$ cat config.mk
export PLATFORM = sky130hd
export DESIGN_NAME = mem_arbiter
export DESIGN_NICKNAME = d
export VERILOG_FILES = /design/src/rtl/rv_pkg.sv /design/src/rtl/rr_arb2.sv /design/src/rtl/mem_arbiter.sv
export SDC_FILE = /design/constraint.sdc
export NUM_CORES = 1
export LEC_CHECK = 0
export ABC_AREA = 1
export ABC_CLOCK_PERIOD_IN_PS = 3500
export CORE_ASPECT_RATIO = 1.75
export CORE_UTILIZATION = 46
export DETAILED_ROUTE_END_ITERATION = 10
export GPL_TIMING_DRIVEN = 0
export MAX_ROUTING_LAYER = met4
export PLACE_DENSITY = 0.85
export SLEW_MARGIN = 20
export SYNTH_ARGS = -nofsm -noshare
export SYNTH_HDL_FRONTEND = slang
export SYNTH_HIERARCHICAL = 1
export SYNTH_SLANG_ARGS = --single-unit
$ cat constraint.sdc
create_clock -name clk -period 3.5 [get_ports clk]
set_input_delay 0.7 -clock clk [delete_from_list [all_inputs] [get_ports clk]]
set_output_delay 0.7 -clock clk [all_outputs]
set_load 0.01 [all_outputs]
$ cat src/rtl/rv_pkg.sv
// Shared types and constants for the multicycle RISC-V core's memory subsystem.
package rv_pkg;

  typedef enum logic [1:0] {IDLE, ISSUE, RESP} arb_state_t;

  typedef enum logic {GRANT_I, GRANT_D} grant_t;

  localparam int MEM_WORDS = 1024;

endpackage

$ cat src/rtl/rr_arb2.sv
// Combinational two-way round-robin pick between the fetch and data ports.
module rr_arb2
  import rv_pkg::*;
(
  input  logic   req_i,
  input  logic   req_d,
  input  grant_t last,
  output grant_t grant
);

  // On a tie the port that did not win last time goes first.
  always_comb begin
    grant = GRANT_I;
    if (req_i && req_d) begin
      grant = (last == GRANT_I) ? GRANT_D : GRANT_I;
    end else if (req_d) begin
      grant = GRANT_D;
    end
  end

endmodule

$ cat src/rtl/mem_arbiter.sv
// Shares the single-port word memory between fetch and load/store with a
// req/ack handshake, round-robin on contention and a fixed 3-cycle access.
module mem_arbiter
  import rv_pkg::*;
#(
  parameter int ADDR_W = 10,
  parameter int DATA_W = 32
) (
  input  logic                clk,
  input  logic                rst_n,
  input  logic                i_req,
  input  logic [ADDR_W-1:0]   i_addr,
  output logic [DATA_W-1:0]   i_rdata,
  output logic                i_ack,
  input  logic                d_req,
  input  logic                d_we,
  input  logic [ADDR_W-1:0]   d_addr,
  input  logic [DATA_W-1:0]   d_wdata,
  input  logic [DATA_W/8-1:0] d_wstrb,
  output logic [DATA_W-1:0]   d_rdata,
  output logic                d_ack,
  output logic                mem_en,
  output logic [DATA_W/8-1:0] mem_we,
  output logic [ADDR_W-1:0]   mem_addr,
  output logic [DATA_W-1:0]   mem_wdata,
  input  logic [DATA_W-1:0]   mem_rdata
);

  localparam int STRB_W = DATA_W / 8;

  arb_state_t        state;
  arb_state_t        next_state;
  grant_t            grant;
  grant_t            last_grant;
  grant_t            pick;
  logic [ADDR_W-1:0] addr_q;
  logic [DATA_W-1:0] wdata_q;
  logic [STRB_W-1:0] wstrb_q;
  logic              store_q;
  logic              elig_i;
  logic              elig_d;
  logic              start;

  // A port whose ack is high is finishing right now and must not be re-granted.
  assign elig_i = i_req && !i_ack;
  assign elig_d = d_req && !d_ack;

  rr_arb2 u_rr (
    .req_i (elig_i),
    .req_d (elig_d),
    .last  (last_grant),
    .grant (pick)
  );

  always_ff @(posedge clk or negedge rst_n) begin
    if (!rst_n) begin
      state <= IDLE;
    end else begin
      state <= next_state;
    end
  end

  always_comb begin
    next_state = state;
    mem_en     = 1'b0;
    mem_we     = '0;
    start      = 1'b0;
    case (state)
      IDLE: begin
        if (elig_i || elig_d) begin
          start      = 1'b1;
          next_state = ISSUE;
        end
      end
      ISSUE: begin
        mem_en = 1'b1;
        if (grant == GRANT_D && store_q) begin
          mem_we = wstrb_q;
        end
        next_state = RESP;
      end
      RESP: begin
        next_state = IDLE;
      end
      default: begin
        next_state = IDLE;
      end
    endcase
  end

  assign mem_addr  = addr_q;
  assign mem_wdata = wdata_q;

  // Request fields are captured at grant so requesters may change them after ack.
  always_ff @(posedge clk or negedge rst_n) begin
    if (!rst_n) begin
      grant      <= GRANT_I;
      last_grant <= GRANT_D;
      addr_q     <= '0;
      wdata_q    <= '0;
      wstrb_q    <= '0;
      store_q    <= 1'b0;
    end else begin
      if (start) begin
        grant <= pick;
        if (pick == GRANT_D) begin
          addr_q  <= d_addr;
          wdata_q <= d_wdata;
          wstrb_q <= d_wstrb;
          store_q <= d_we;
        end else begin
          addr_q  <= i_addr;
          store_q <= 1'b0;
        end
      end
      if (state == RESP) begin
        last_grant <= grant;
      end
    end
  end

  always_ff @(posedge clk or negedge rst_n) begin
    if (!rst_n) begin
      i_ack   <= 1'b0;
      d_ack   <= 1'b0;
      i_rdata <= '0;
      d_rdata <= '0;
    end else begin
      i_ack <= 1'b0;
      d_ack <= 1'b0;
      if (state == RESP) begin
        if (grant == GRANT_I) begin
          i_rdata <= mem_rdata;
          i_ack   <= 1'b1;
        end else begin
          d_ack <= 1'b1;
          if (!store_q) begin
            d_rdata <= mem_rdata;
          end
        end
      end
    end
  end

endmodule

==> results.sh <==
export IMPL_status="completed"
export IMPL_holdBufCountCts=0
export IMPL_fin_crit_sh_pct=72.2
export IMPL_final_cell_area_sq_um=7770
export IMPL_htreeDepth=4
export IMPL_critPathKind="register to output pin"
export IMPL_wl_per_cell_um=16.3
export IMPL_relSlewSlack_pct=61.6
export IMPL_critPathLaunchType="register"
export IMPL_netlist_instances=507
export IMPL_die_y_um=139
export IMPL_io_buffers=205
export IMPL_post_route_util_pct=75.0
export IMPL_grt_pass1_vias=4647
export IMPL_antenna_left=0
export IMPL_top_layer_used="met4"
export IMPL_max_cap_viol_count=0
export IMPL_area_growth_pct=58.0
export IMPL_power_mw=7.50
export IMPL_first_iter_violations=267
export IMPL_yosysSeqAreaShare_pct=59.6
export IMPL_max_freq_mhz=395
export IMPL_cts_setup_buffers=0
export IMPL_clk_path_buf_depth=2
export IMPL_firstDrtPassIters=4
export IMPL_cts_sinks=117
export IMPL_p_per_area_nw_per_um2=965
export IMPL_drc=0
export IMPL_hold_class="input pin to asynchronous set/reset pin"
export IMPL_m1WireLength_mm=5.07
export IMPL_dp_hpwl_mm=10.1
export IMPL_end_kind="output pin"
export IMPL_via_per_inst=5.12
export IMPL_syn_num_nets=600
export IMPL_hold_viol=0
export IMPL_tritoncts="yes"
export IMPL_overflow=0
export IMPL_dr_wl_met2_mm=7.84
export IMPL_die_area_sq_um=11100
export IMPL_ys_seq_elements=117
export IMPL_grt_setup_unrepaired="no"
export IMPL_path_max_fanout=5
export IMPL_grt_pass1_wl_mm=22.8
export IMPL_vias=4460
export IMPL_start_util_pct=47.4
export IMPL_gp_congestion=0.802
export IMPL_cts_buffers_inserted=17
export IMPL_ys_types=19
export IMPL_fin_worst_skew_ns=0.0103
export IMPL_core_sq_um=10400
export IMPL_grt_usage_pct=28.0
export IMPL_fillers=679
export IMPL_drv_slew=0
export IMPL_netlist_area_sq_um=4910
export IMPL_placed_area_sq_um=7150
export IMPL_antenna_found_initial=0
export IMPL_arrival_ns=1.83
export IMPL_holdWs_ns=0.270
export IMPL_clk_pin_slew_ns=0.05
export IMPL_pin_count=206
export IMPL_wl_met3_um=812
export IMPL_synth_warnings=6
export IMPL_setup_viol=0
export IMPL_grt_start_max_net_pins=62
export IMPL_drt_wl_total_mm=14.2
export IMPL_ctsResizeCount=0
export IMPL_clock_latency_ns=0.41
export IMPL_n_antenna_cell=0
export IMPL_critPathRequiredTime_ns=2.80
export IMPL_dp_slack_ns=1.09
export IMPL_ir_drop_v=0.000641
export IMPL_p_leak_nw=3.72
export IMPL_fin_ws_ns=0.971
export IMPL_fin_crit_ns=2.53
export IMPL_tightest_slew_ns=0.577
export IMPL_syn_area_per_cell_sq_um=9.69
export IMPL_root_buffer="clkbuf_16"
export IMPL_drive_gt1_share_pct=15.2
export IMPL_fin_nets=825
export IMPL_die_width_um=80.1
export IMPL_rows=49
## registers in the layout, summed over array words and instances (netlist names), 2 cells and up
| name | count |
|---|---|
| d_rdata | 32 |
| i_rdata | 32 |
| state | 2 |
| mem_addr | 10 |
| wstrb_q | 4 |
| mem_wdata | 32 |
## metrics by stage
stage,TNS (ns),std cells
2_1_floorplan,0,507
3_3_place_gp,-293.54,839
3_5_place_dp,0,840
4_1_cts,0,871
5_1_grt,0,871
6_report,0,871
## synth_stat cells (all sizes together)
library cell,n,area (sq um)
nor2,9,38.8
dfstp,1,26.3
dfrtp,116,2900
nand4,36,225
nand2,172,651
a21oi,1,8.76
o21ai,85,583
nand3,1,17.5
nor3,1,5.00
inv,53,199
clkbuf,1,3.75
buf,31,254
## kinds of logic after synthesis
logic type	share of synthesized area, %
and+or+nand+nor	19.1
DFF	59.6
AOI/OAI and AO/OA	12.0
buffers and inverters	9.29
## final timing paths
path                               start             to  slack (ns)  depth (start not counted)
hold reg to reg            mem_wdata[23]  mem_wdata[23]        0.47                          2
min in group clk           mem_wdata[23]  mem_wdata[23]        0.47                          2
setup reg to reg                   d_ack   mem_wdata[7]        1.84                          9
setup / recovery                state[1]      mem_we[3]        0.97                          6
hold / removal                     rst_n    i_rdata[15]        0.27                          1
max in group asynchronous          rst_n  mem_wdata[25]        2.55                          2
## worst max-delay path, stage by stage, from the launching register on
cell             delay [ns]
dfrtp_1                0.40
inv_2                  0.08
nand2_1                0.07
inv_1                  0.15
nand2_1                0.07
nor2_1                 0.10
clkdlybuf4s50_1        0.56
## placed cells by master, fill, tap and decap left out, drive strengths merged
| cell | synthesis | final |
|---|---|---|
| clkdlybuf4s50 | 0 | 204 |
| inv | 53 | 54 |
| clkinv | 0 | 4 |
| nand4 | 36 | 36 |
| bufinv | 0 | 4 |
| dfstp | 1 | 1 |
| clkbuf | 1 | 19 |
| buf | 31 | 33 |
| dfrtp | 116 | 116 |
| nor2 | 9 | 9 |
| a21oi | 1 | 1 |
| nand2 | 172 | 172 |
| o21ai | 85 | 85 |
| clkinvlp | 0 | 4 |
| nor3 | 1 | 1 |
| nand3 | 1 | 1 |
## routing by layer
metal,up-vias,global-route usage [%]
li1,2076,-
met1,2149,28.9
met2,193,49.1
met3,42,6.12
met4,0,13.3
met5,-,-
## area by class of cell
cell class	count	area (sq um)	area share (%)
plain buffers	32	258	3.32
clock buffers	18	429	5.53
clock inverters	13	183	2.35
inverters	53	199	2.56
multi-input cells	305	1530	19.7
flip-flops and latches	117	2930	37.7
well taps	127	159	2.05
repair buffers	206	2080	26.8
## power by group
group          total [mW]  internal, mW  switching, mW
registers            2.40          2.02          0.384
logic                3.30          1.68           1.62
clock network        1.79          1.18          0.609
total                7.50          4.89           2.61
Note: power is estimated with default switching activity, not from simulation.
